==> config.mk <==
export PLATFORM = sky130hd
export DESIGN_NAME = sbox_arbiter
export DESIGN_NICKNAME = d
export VERILOG_FILES = /design/src/rtl/sbox_arbiter.sv
export SDC_FILE = /design/constraint.sdc
export NUM_CORES = 1
export LEC_CHECK = 0
export CAP_MARGIN = 30
export CORE_AREA = 5 5 55 57
export CTS_CLUSTER_SIZE = 14
export DETAILED_ROUTE_END_ITERATION = 8
export DIE_AREA = 0 0 60 62
export DONT_BUFFER_PORTS = 1
export PLACE_DENSITY = 0.69
export SETUP_SLACK_MARGIN = 0.02
export SYNTH_ARGS = -nofsm -noshare
export SYNTH_HDL_FRONTEND = slang
export SYNTH_SLANG_ARGS = --single-unit
==> constraint.sdc <==
create_clock -name clk -period 3.29 [get_ports clk]
set_clock_uncertainty 0.1 [all_clocks]
set_input_delay 0.329 -clock clk [delete_from_list [all_inputs] [get_ports clk]]
set_output_delay 0.329 -clock clk [all_outputs]
set_load 0.02 [all_outputs]
==> src/rtl/sbox_arbiter.sv <==
// Two-requester arbiter in front of a shared, fixed-latency composite S-box.
// Optional build macro SBOX_ARB_FIXED_PRIO_EN: key-schedule requester wins all contention.
module sbox_arbiter #(
    parameter int SBOX_LAT = 3
) (
    input  logic        clk,
    input  logic        rst,

    input  logic        req0_valid,
    input  logic [7:0]  req0_data,
    input  logic        req0_encrypt,
    output logic        req0_ready,

    input  logic        req1_valid,
    input  logic [7:0]  req1_data,
    input  logic        req1_encrypt,
    output logic        req1_ready,

    output logic        sbox_in_valid,
    output logic [7:0]  sbox_in,
    output logic        sbox_encrypt,
    input  logic [7:0]  sbox_out,

    output logic        rsp0_valid,
    output logic [7:0]  rsp0_data,
    output logic        rsp1_valid,
    output logic [7:0]  rsp1_data,

    output logic [15:0] stall_cnt
);

    localparam int DATA_W = 8;

    logic                last_grant_q, last_grant_d;
    logic [15:0]         stall_q, stall_d;
    logic [SBOX_LAT-1:0] tag_vld_q, tag_vld_d;
    logic [SBOX_LAT-1:0] tag_id_q, tag_id_d;

    logic                grant;
    logic                pick1;
    logic                lost;
    logic                tail_vld;
    logic                tail_id;

    function automatic logic [15:0] sat_inc16(input logic [15:0] v);
        return (v == 16'hFFFF) ? v : v + 16'd1;
    endfunction

    // Arbitration: pick1 selects requester 1 when a grant happens.
    always_comb begin
`ifdef SBOX_ARB_FIXED_PRIO_EN
        pick1 = req1_valid;
`else
        pick1 = req1_valid & (~req0_valid | ~last_grant_q);
`endif
        grant      = ~rst & (req0_valid | req1_valid);
        req0_ready = grant & ~pick1;
        req1_ready = grant & pick1;
    end

    always_comb begin
        sbox_in_valid = grant;
        sbox_in       = {DATA_W{1'b0}};
        sbox_encrypt  = 1'b1;
        if (grant) begin
            sbox_in      = pick1 ? req1_data    : req0_data;
            sbox_encrypt = pick1 ? req1_encrypt : req0_encrypt;
        end
    end

    // Tag pipeline stage 0 captures the grant; the tail lines up with sbox_out.
    always_comb begin
        tag_vld_d    = tag_vld_q;
        tag_id_d     = tag_id_q;
        tag_vld_d[0] = grant;
        tag_id_d[0]  = pick1;
        for (int i = 1; i < SBOX_LAT; i++) begin
            tag_vld_d[i] = tag_vld_q[i-1];
            tag_id_d[i]  = tag_id_q[i-1];
        end
    end

    always_comb begin
        lost         = (req0_valid & ~req0_ready) | (req1_valid & ~req1_ready);
        stall_d      = lost ? sat_inc16(stall_q) : stall_q;
        last_grant_d = grant ? pick1 : last_grant_q;
    end

    always_ff @(posedge clk) begin
        if (rst) begin
            tag_vld_q    <= '0;
            last_grant_q <= 1'b1;
            stall_q      <= 16'h0000;
        end else begin
            tag_vld_q    <= tag_vld_d;
            last_grant_q <= last_grant_d;
            stall_q      <= stall_d;
        end
    end

    // Requester id is qualified by tag_vld_q, so it needs no reset.
    always_ff @(posedge clk) begin
        tag_id_q <= tag_id_d;
    end

    // Response stage: steer the S-box result to the requester that launched it.
    always_comb begin
        tail_vld   = ~rst & tag_vld_q[SBOX_LAT-1];
        tail_id    = tag_id_q[SBOX_LAT-1];
        rsp0_valid = tail_vld & ~tail_id;
        rsp1_valid = tail_vld & tail_id;
        rsp0_data  = rsp0_valid ? sbox_out : {DATA_W{1'b0}};
        rsp1_data  = rsp1_valid ? sbox_out : {DATA_W{1'b0}};
    end

    assign stall_cnt = stall_q;

endmodule

==> key figures, run 1 <==
Outcome
  – Outcome: complete, no violations

Timing
  – Final Cycle Share: 0.682
  – F_max: 446 MHz
  – Count of pins over their slew limit: 0
  – Final hold vios: 0
  – Final setup violation count: 0
  – Post-route setup TNS: 0 ns
  – Fin crit period: 2.24 ns
  – RSZ-0062 raised after global routing: no
  – WHS: 0.0514 ns
  – Slew headroom: 0.447
  – Slew @ Worst Pin: 0.826 ns

Clock tree
  – Clock sinks: 23
  – Postcts setup bufs: 0
  – Clk_lat worst skew: 0.30 ns
  – Root Driver: clkbuf_4
  – TritonCTS buffer count: 3
  – Bufs on Longest Clock Path: 2
  – CTS tree: built
  – Worst-path clk slew: 0.12 ns
  – H-tree levels: 1

Synth
  – Post-synth net total: 182
  – Yosys cell types: 36
  – Share of flip-flops with an asynchronous set or reset: 0
  – Yosys reg bits: 23
  – Register area share after synthesis: 0.357
  – Number of synthesized flops with an enable pin: 0
  – Post-synthesis simple-gate area fraction: 0.371
  – Synth Area in Compound Gates: 0.202
  – Post-synthesis xor/xnor area fraction: 0
  – Synth Area per Inst: 8.53 um2
  – Synth warn: 0
  – Post-synthesis mux area share: 0.00874
  – Syn Inst Count: 151
  – Largest family of logic cells by synthesized area: simple AND/OR/NAND/NOR gates
  – Adder-cell area share of the yosys netlist: 0.0204
  – Post-Syn Area: 1290 um2
  – Ys flop type: dfxtp_1

Critical path
  – CP required: 2.86 ns
  – Family with the most delay on the worst path: simple AND/OR/NAND/NOR gates
  – Worst reg-to-reg path cell count: 5
  – Max incr delay on CP: 0.64 ns
  – CP Max Fanout: 9
  – CP arrival: 1.81 ns
  – Crit path capture type: output pin
  – Worst r2r src: stall_cnt[0]
  – Most common cell on crit path: nand2_1
  – Worst path depth: 4
  – Setup CP Type: register to output pin
  – R2R Setup Slk: 1.18 ns
  – RR Endpoint: stall_cnt[14]
  – CP cell instances: nand2_1 > nand2_1 > nor2_1 > a22o_1
  – Worst Path Buf+Inv: 0
  – Critical Path End: sbox_in[6]
  – CP Launch Type: register
  – Crit-path slowest cell: nor2_1
  – Worst setup path startpoint: last_grant_q

Placement
  – DP HPWL: 2510 um
  – Port-buffer cells: 0
  – Placer congestion estimate: 0.793

Floorplanning
  – Die width: 60 um
  – Area of the die: 3720 um2
  – Die Ht: 62 um
  – IO Count: 76
  – Total core area: 2430 um2
  – Initial Utilization: 0.530
  – Site row count: 18

Finish
  – Share of cells above drive strength 1: 0.0921
  – Core Util, Final: 0.552
  – # diodes: 0
  – P&R area growth vs syn: 4.27%
  – Nets@finish: 184

Global routing
  – Vias in the first global route: 1080
  – Total grt overflow: 0
  – Largest net degree at the start of global routing: 19
  – Initial antenna violation count: 0
  – First-pass GRT wire length: 4800 um
  – GRT Resource Usage Total: 0.168

Detailed routing
  – Routed WL: 3280 um
  – Vias post-DR: 1189
  – Initial DRC count: 50
  – Drt pass-1 iters: 4
  – Routed Antenna Nets: 0
  – Routed length per instance: 18.0 um
  – Via density: 6.53
  – DRC: 0

Min path
  – Worst min-delay path class: input port to register

Power and ir drop
  – Peak supply drop: 0.220 mV
  – Design Power: 0.478 mW
  – P per Cell Area: 356 nW/um2
  – Lkg Pwr: 0.469 nW

Flow run
  – Max-Cap Viols: 0
power breakdown:
part | internal, mW | switching [mW]
clock | 0.0453 | 0.0830
combinational | 0.0179 | 0.0383
sequential | 0.286 | 0.00708
total | 0.349 | 0.128
metrics by stage:
stage	cell area, um2	worst slack [ns]	cells
finish	1340	1.05	182
global route	1340	0.840	182
CTS	1330	1.03	181
detailed placement	1300	1.20	176
global placement	1300	1.29	176
floorplan	1290	1.15	151
final cells by class:
| class | count | area [um2] |
|---|---|---|
| clock buffers | 3 | 22.5 |
| clock inverters | 1 | 5.00 |
| fillers | 216 | 1090 |
| inverters | 4 | 15.0 |
| multi-input cells | 118 | 776 |
| flip-flops and latches | 23 | 460 |
| well taps | 30 | 37.5 |
| repair buffers | 3 | 27.5 |
flip-flops by register name (all words and copies together), names as in the netlist:
| register | cells |
|---|---|
| stall_cnt | 16 |
| tag_id_q | 3 |
| tag_vld_q | 3 |
| last_grant_q | 1 |
how the worst min path moves through the flow:
stage	startpoint	cells after the start	end	slack [ns]
3_5_place_dp	tag_id_q[0]	0	tag_id_q[1]	0.21
3_3_place_gp	tag_id_q[0]	0	tag_id_q[1]	0.21
2_1_floorplan	tag_id_q[0]	0	tag_id_q[1]	0.21
4_1_cts	rst	1	last_grant_q	0.007
5_1_grt	req0_valid	2	tag_vld_q[0]	0.05
6_report	req0_valid	2	tag_vld_q[0]	0.05
per-layer routing:
layer / global-route usage / wire length (um) / up-vias
met5: 0 / 0 / -
met1: 0.186 / 1230 / 540
met4: 0.0475 / 0 / 0
met2: 0.296 / 1580 / 79
met3: 0.0682 / 477 / 0
li1: - / - / 570
synthesized netlist by cell type, drive strengths merged, types with 2 or more instances:
master,instances,area share
nor2b,3,0.015
a21oi,15,0.058
nor3,2,0.0078
o31ai,8,0.047
clkbuf,3,0.0087
inv,4,0.012
buf,3,0.020
dfxtp,23,0.36
nand2,9,0.026
a22o,8,0.054
or4,8,0.047
or3,4,0.019
and3,3,0.015
and2,18,0.088
nor4,2,0.021
and4,4,0.033
o21ai,8,0.031
nand3,5,0.029
nand4,5,0.024
nor2,6,0.017
placed cells by master, fill, tap and decap left out, drive strengths merged:
cell         netlist  final
nand3              5      5
and3               3      3
ha                 1      1
nor2               6      6
or3                4      4
a21o               1      1
maj3               1      1
o31ai              8      8
nand3b             1      1
inv                4      4
nor2b              3      3
clkbuf             3      3
buf                3      1
and2              18     18
a21oi             15     15
nand2              9      9
and4               4      4
nor3b              1      1
and3b              1      1
nor3               2      2
o21ai              8      8
nand2b             1      1
a211oi             1      1
nand4              5      5
clkinv             0      1
nor4               2      2
or2                1      1
dfxtp             23     23
a22o               8      8
or4                8      8
dlygate4sd3        0      2
mux2               1      1
logic make-up (layout without fill, tap and decap cells):
logic type | Yosys count | after routing
simple gates | 74 | 74
mux | 1 | 1
buf+inv | 10 | 11
compound gates | 41 | 41
flops | 23 | 23
fa+ha+maj | 2 | 2
repair_timing:
item,in CTS,in global routing
hold buffers,1,1
resized for setup,0,0
hold endpoints to repair,18,1
Note: power is estimated with default switching activity, not from simulation.
==> run 2: changes to the inputs <==
clock period = 2.17 ns   (was 3.29 ns; I/O delays follow)
==> key figures, run 2 (same netlist as run 1, synthesis figures left out) <==
Timing
  – Fin crit period: 2.07 ns
  – Final Cycle Share: 0.954
  – PnR worst setup slack: 0.0997 ns (was 1.05 ns)
  – Final hold vios: 0 (unchanged)
  – Count of pins over their slew limit: 0 (unchanged)
  – Final setup violation count: 0 (unchanged)
  – Slew headroom: 0.532 (was 0.447)
  – Slew @ Worst Pin: 0.700 ns (was 0.826 ns)
  – Post-route setup TNS: 0 ns (unchanged)
  – RSZ-0062 raised after global routing: no (unchanged)
  – F_max: 483 MHz

Detailed routing
  – Initial DRC count: 34 (was 50)
  – Via density: 6.44 (was 6.53)
  – Routed length per instance: 17.6 um (was 18.0 um)
  – Vias post-DR: 1217 (was 1189)
  – Routed Antenna Nets: 0 (unchanged)
  – Drt pass-1 iters: 4 (unchanged)
  – DRC: 0 (unchanged)
  – Routed WL: 3320 um (was 3280 um)

Critical path
  – Family with the most delay on the worst path: buffers and inverters (was simple AND/OR/NAND/NOR gates)
  – Max incr delay on CP: 0.57 ns (was 0.64 ns)
  – Worst reg-to-reg path cell count: 5 (unchanged)
  – CP cell instances: dlygate4sd3_1 > nor2_1 > nor2_1 > and2_2 > a21oi_1 (was nand2_1 > nand2_1 > nor2_1 > a22o_1)
  – Most common cell on crit path: nor2_1 (was nand2_1)
  – CP Launch Type: input port (was register)
  – CP Max Fanout: 10 (was 9)
  – CP arrival: 1.75 ns (was 1.81 ns)
  – Setup CP Type: input port to output pin (was register to output pin)
  – Worst r2r src: stall_cnt[0] (unchanged)
  – CP required: 1.85 ns (was 2.86 ns)
  – Crit-path slowest cell: dlygate4sd3_1 (was nor2_1)
  – R2R Setup Slk: 0.20 ns (was 1.18 ns)
  – Worst Path Buf+Inv: 1 (was 0)
  – Crit path capture type: output pin (unchanged)
  – RR Endpoint: stall_cnt[14] (unchanged)

Placement
  – Placer congestion estimate: 0.829 (was 0.793)
  – Pre-CTS setup slack: 0.231 ns (was 1.20 ns)
  – DP HPWL: 2580 um (was 2510 um)
  – Placement-stage cell area: 1340 um2 (was 1300 um2)
  – Port-buffer cells: 0 (unchanged)

Finish
  – Core Util, Final: 0.575 (was 0.552)
  – Most frequent cells in the layout: dfxtp_1 (23), and2_1 (16), a21oi_1 (15) (was dfxtp_1 (23), and2_1 (17), a21oi_1 (15))
  – Share of cells above drive strength 1: 0.126 (was 0.0921)
  – Fillcell total: 226 (was 216)
  – Most common cell after layout, fill and taps aside: dfxtp_1 (unchanged)
  – Max reg flops: 16 (unchanged)
  – Nets@finish: 191 (was 184)
  – # diodes: 0 (unchanged)
  – P&R area growth vs syn: 8.54% (was 4.27%)
  – Final Cell Area: 1400 um2 (was 1340 um2)

Global routing
  – First-pass GRT wire length: 5000 um (was 4800 um)
  – Largest net degree at the start of global routing: 20 (was 19)
  – GRT Resource Usage Total: 0.174 (was 0.168)
  – Total grt overflow: 0 (unchanged)
  – Initial antenna violation count: 0 (unchanged)
  – Vias in the first global route: 1148 (was 1080)

Clock tree
  – CTS tree: built (unchanged)
  – Root Driver: clkbuf_4 (unchanged)
  – Bufs on Longest Clock Path: 2 (unchanged)
  – Postcts setup bufs: 0 (unchanged)
  – TritonCTS buffer count: 3 (unchanged)
  – H-tree levels: 1 (unchanged)
  – Clk_lat worst skew: 0.31 ns (was 0.30 ns)
  – Clock sinks: 23 (unchanged)
  – Worst-path clk slew: 0.12 ns (about the same)

Power and ir drop
  – Design Power: 0.737 mW (was 0.478 mW)
  – P per Cell Area: 527 nW/um2 (was 356 nW/um2)
  – Lkg Pwr: 0.503 nW (was 0.469 nW)
  – Peak supply drop: 0.273 mV (was 0.220 mV)

Floorplanning
  – Total core area: 2430 um2 (unchanged)
  – Initial Utilization: 0.530 (unchanged)
  – Site row count: 18 (unchanged)
  – Die Ht: 62 um (unchanged)
  – Die width: 60 um (unchanged)
  – Area of the die: 3720 um2 (unchanged)
  – IO Count: 76 (unchanged)

Min path
  – Hold Crit Start: req0_valid (unchanged)
  – Hold path depth: 3 (was 2)
  – Hold EP: last_grant_q (was tag_vld_q[0])
  – Worst min-delay path class: input port to register (unchanged)

Flow run
  – Max-Cap Viols: 0 (unchanged)

Outcome
  – Outcome: complete, no violations (unchanged)
run 2: changes by cell type in the layout (fill, tap and decap cells not counted), sizes merged:
cell / delta
buf: +6
clkbuf: +1
dlygate4sd3: +1
clkinv: -1
run 2: how the worst max path moves through the flow:
| stage | startpoint | to | slack, ns | depth (start not counted) |
|---|---|---|---|---|
| floorplan | rst | sbox_in[0] | 0.26 | 5 |
| global placement | stall_cnt[0] | stall_cnt[14] | 0.30 | 5 |
| detailed placement | stall_cnt[0] | stall_cnt[4] | 0.23 | 5 |
| CTS | req1_valid | sbox_encrypt | 0.04 | 5 |
| global route | req1_valid | sbox_encrypt | 0.04 | 5 |
| finish | req1_valid | sbox_encrypt | 0.1 | 5 |
run 2: metrics by stage:
step,cells,hold WS (ns)
floorplan,151,0.210
global placement,182,0.190
detailed placement,182,0.193
CTS,189,0.0114
global route,189,0.0380
finish,189,0.0268
run 2: what timing repair did:
item	4_1_cts	5_1_grt
gates resized for setup	0	1
hold buffers	3	0
endpoints found under the setup margin	0	9
hold endpoints to repair	20	0
run 2: area by class of cell:
class	count	area [um2]	share of cell area
Multi-Input combinational cell	118	777	0.555
Sequential cell	23	460	0.329
Timing Repair Buffer	10	82.6	0.0590
Tap cell	30	37.5	0.0268
Clock buffer	4	26.3	0.0188
Inverter	4	15.0	0.0107
run 2: metal layers:
layer | GRT usage | up-vias | part of all wire
li1 | - | 580 | -
met1 | 0.190 | 561 | 0.38
met2 | 0.323 | 76 | 0.50
met3 | 0.0475 | 0 | 0.12
met4 | 0.0601 | 0 | 0
met5 | 0 | - | 0
run 2: power breakdown:
part | switching, mW | internal (mW)
clock network | 0.124 | 0.0716
registers | 0.00423 | 0.434
logic | 0.0668 | 0.0357
run 2: worst register-to-register path, stage by stage, from the launching register on:
cell and delay (ns):
dfxtp_1 0.33, ha_1 0.25, and3_1 0.22, and4_1 0.32
or4_1 0.55, a21oi_1 0.15
==> run 3: changes to the inputs <==
CAP_MARGIN = 20   (was 30)
PLACE_DENSITY = 0.71   (was 0.69)
clock period = 1.8 ns   (was 2.17 ns; I/O delays follow)
==> key figures, run 3 (same netlist as run 1, synthesis figures left out) <==
Clock tree
  – Worst-path clk slew: 0.13 ns (was 0.12 ns)
  – Clk_lat worst skew: 0.31 ns (about the same)
  – Bufs on Longest Clock Path: 2 (unchanged)
  – Root Driver: clkbuf_4 (unchanged)
  – CTS tree: built (unchanged)
  – Clock sinks: 23 (unchanged)
  – H-tree levels: 1 (unchanged)
  – TritonCTS buffer count: 3 (unchanged)
  – Postcts setup bufs: 0 (unchanged)

Finish
  – Most common cell after layout, fill and taps aside: buf_4 (was dfxtp_1)
  – Final Cell Area: 1600 um2 (was 1400 um2)
  – P&R area growth vs syn: 24.3% (was 8.54%)
  – Most frequent cells in the layout: buf_4 (28), dfxtp_1 (22), and2_1 (16) (was dfxtp_1 (23), and2_1 (16), a21oi_1 (15))
  – Nets@finish: 213 (was 191)
  – Share of cells above drive strength 1: 0.309 (was 0.126)
  – Max reg flops: 16 (unchanged)
  – # diodes: 0 (unchanged)

Detailed routing
  – Routed length per instance: 15.9 um (was 17.6 um)
  – Routed WL: 3350 um (was 3320 um)
  – Via density: 5.93 (was 6.44)
  – Initial DRC count: 33 (was 34)
  – DRC: 0 (unchanged)
  – Vias post-DR: 1251 (was 1217)
  – Routed Antenna Nets: 0 (unchanged)
  – Drt pass-1 iters: 4 (unchanged)

Floorplanning
  – IO Count: 76 (unchanged)
  – Die Ht: 62 um (unchanged)
  – Initial Utilization: 0.530 (unchanged)
  – Die width: 60 um (unchanged)
  – Site row count: 18 (unchanged)
  – Area of the die: 3720 um2 (unchanged)
  – Total core area: 2430 um2 (unchanged)

Placement
  – Placer congestion estimate: 0.748 (was 0.829)
  – Pre-CTS setup slack: 0.0138 ns (was 0.231 ns)
  – Port-buffer cells: 0 (unchanged)
  – Placement-stage cell area: 1500 um2 (was 1340 um2)
  – DP HPWL: 2580 um (about the same)

Timing
  – Final hold vios: 0 (unchanged)
  – Count of pins over their slew limit: 0 (unchanged)
  – RSZ-0062 raised after global routing: no (unchanged)
  – Slew headroom: 0.520 (was 0.532)
  – Fin crit period: 1.71 ns
  – Final setup violation count: 0 (unchanged)
  – F_max: 586 MHz
  – Slew @ Worst Pin: 0.717 ns (was 0.700 ns)
  – PnR worst setup slack: 0.0934 ns (was 0.0997 ns)
  – Final Cycle Share: 0.948
  – Post-route setup TNS: 0 ns (unchanged)

Outcome
  – Outcome: complete, no violations (unchanged)

Global routing
  – GRT Resource Usage Total: 0.169 (was 0.174)
  – Total grt overflow: 0 (unchanged)
  – Largest net degree at the start of global routing: 21 (was 20)
  – Vias in the first global route: 1089 (was 1148)
  – First-pass GRT wire length: 4780 um (was 5000 um)
  – Initial antenna violation count: 0 (unchanged)

Power and ir drop
  – P per Cell Area: 564 nW/um2 (was 527 nW/um2)
  – Design Power: 0.904 mW (was 0.737 mW)
  – Peak supply drop: 0.503 mV (was 0.273 mV)
  – Lkg Pwr: 0.628 nW (was 0.503 nW)

Critical path
  – CP required: 1.95 ns (was 1.85 ns)
  – CP Max Fanout: 12 (was 10)
  – Crit path capture type: register (was output pin)
  – CP Launch Type: register (was input port)
  – CP arrival: 1.86 ns (was 1.75 ns)
  – Setup CP Type: register to register (was input port to output pin)

Flow run
  – Max-Cap Viols: 0 (unchanged)

Min path
  – Worst min-delay path class: input port to register (unchanged)
## run 3: repair_timing
item	CTS	global route
gates resized for setup	5	12
endpoints found under the hold margin	21	0
pin swaps	0	1
endpoints found under the setup margin	11	12
hold buffers	4	0
## run 3: power by group
group          total [mW]  internal [mW]  switching (mW)
logic               0.137         0.0532          0.0837
registers           0.529          0.523         0.00516
clock network       0.238         0.0831           0.155
## run 3: worst paths after layout
path / start / end / slack [ns] / cells past startpoint
worst max-delay path: stall_cnt[0] / stall_cnt[14] / 0.09 / 5
worst min-delay path: req0_valid / tag_id_q[0] / 0.06 / 3
worst max register to register: stall_cnt[0] / stall_cnt[14] / 0.09 / 5
worst min register to register: tag_id_q[1] / tag_id_q[2] / 0.24 / 0
## run 3: critical path, cell delays in order (launching register included)
cell     delay [ns]
dfxtp_2        0.34
ha_2           0.17
and3_1         0.18
and4_4         0.21
or4_1          0.51
a21oi_1        0.13
## run 3: metrics by stage
step	instances	util	hold slack [ns]
after floorplan	151	-	0.206
after global placement	203	0.617	0.152
after detailed placement	203	0.617	0.154
after CTS	211	0.649	0.0111
after global routing	211	0.658	0.0714
final	211	0.658	0.0631
## run 3: metal layers
layer,GRT usage,up-vias,wire [um]
met2,0.276,37,1660
li1,-,629,-
met5,0,-,0
met4,0.0570,0,29
met3,0.0351,2,214
met1,0.223,583,1440
## run 3: final cells by class
type / instances / area, um2
inverters: 4 / 15.0
multi-input cells: 118 / 810
repair buffers: 32 / 250
fillers: 217 / 831
well taps: 30 / 37.5
clock inverters: 1 / 5.00
flip-flops and latches: 23 / 462
clock buffers: 3 / 22.5
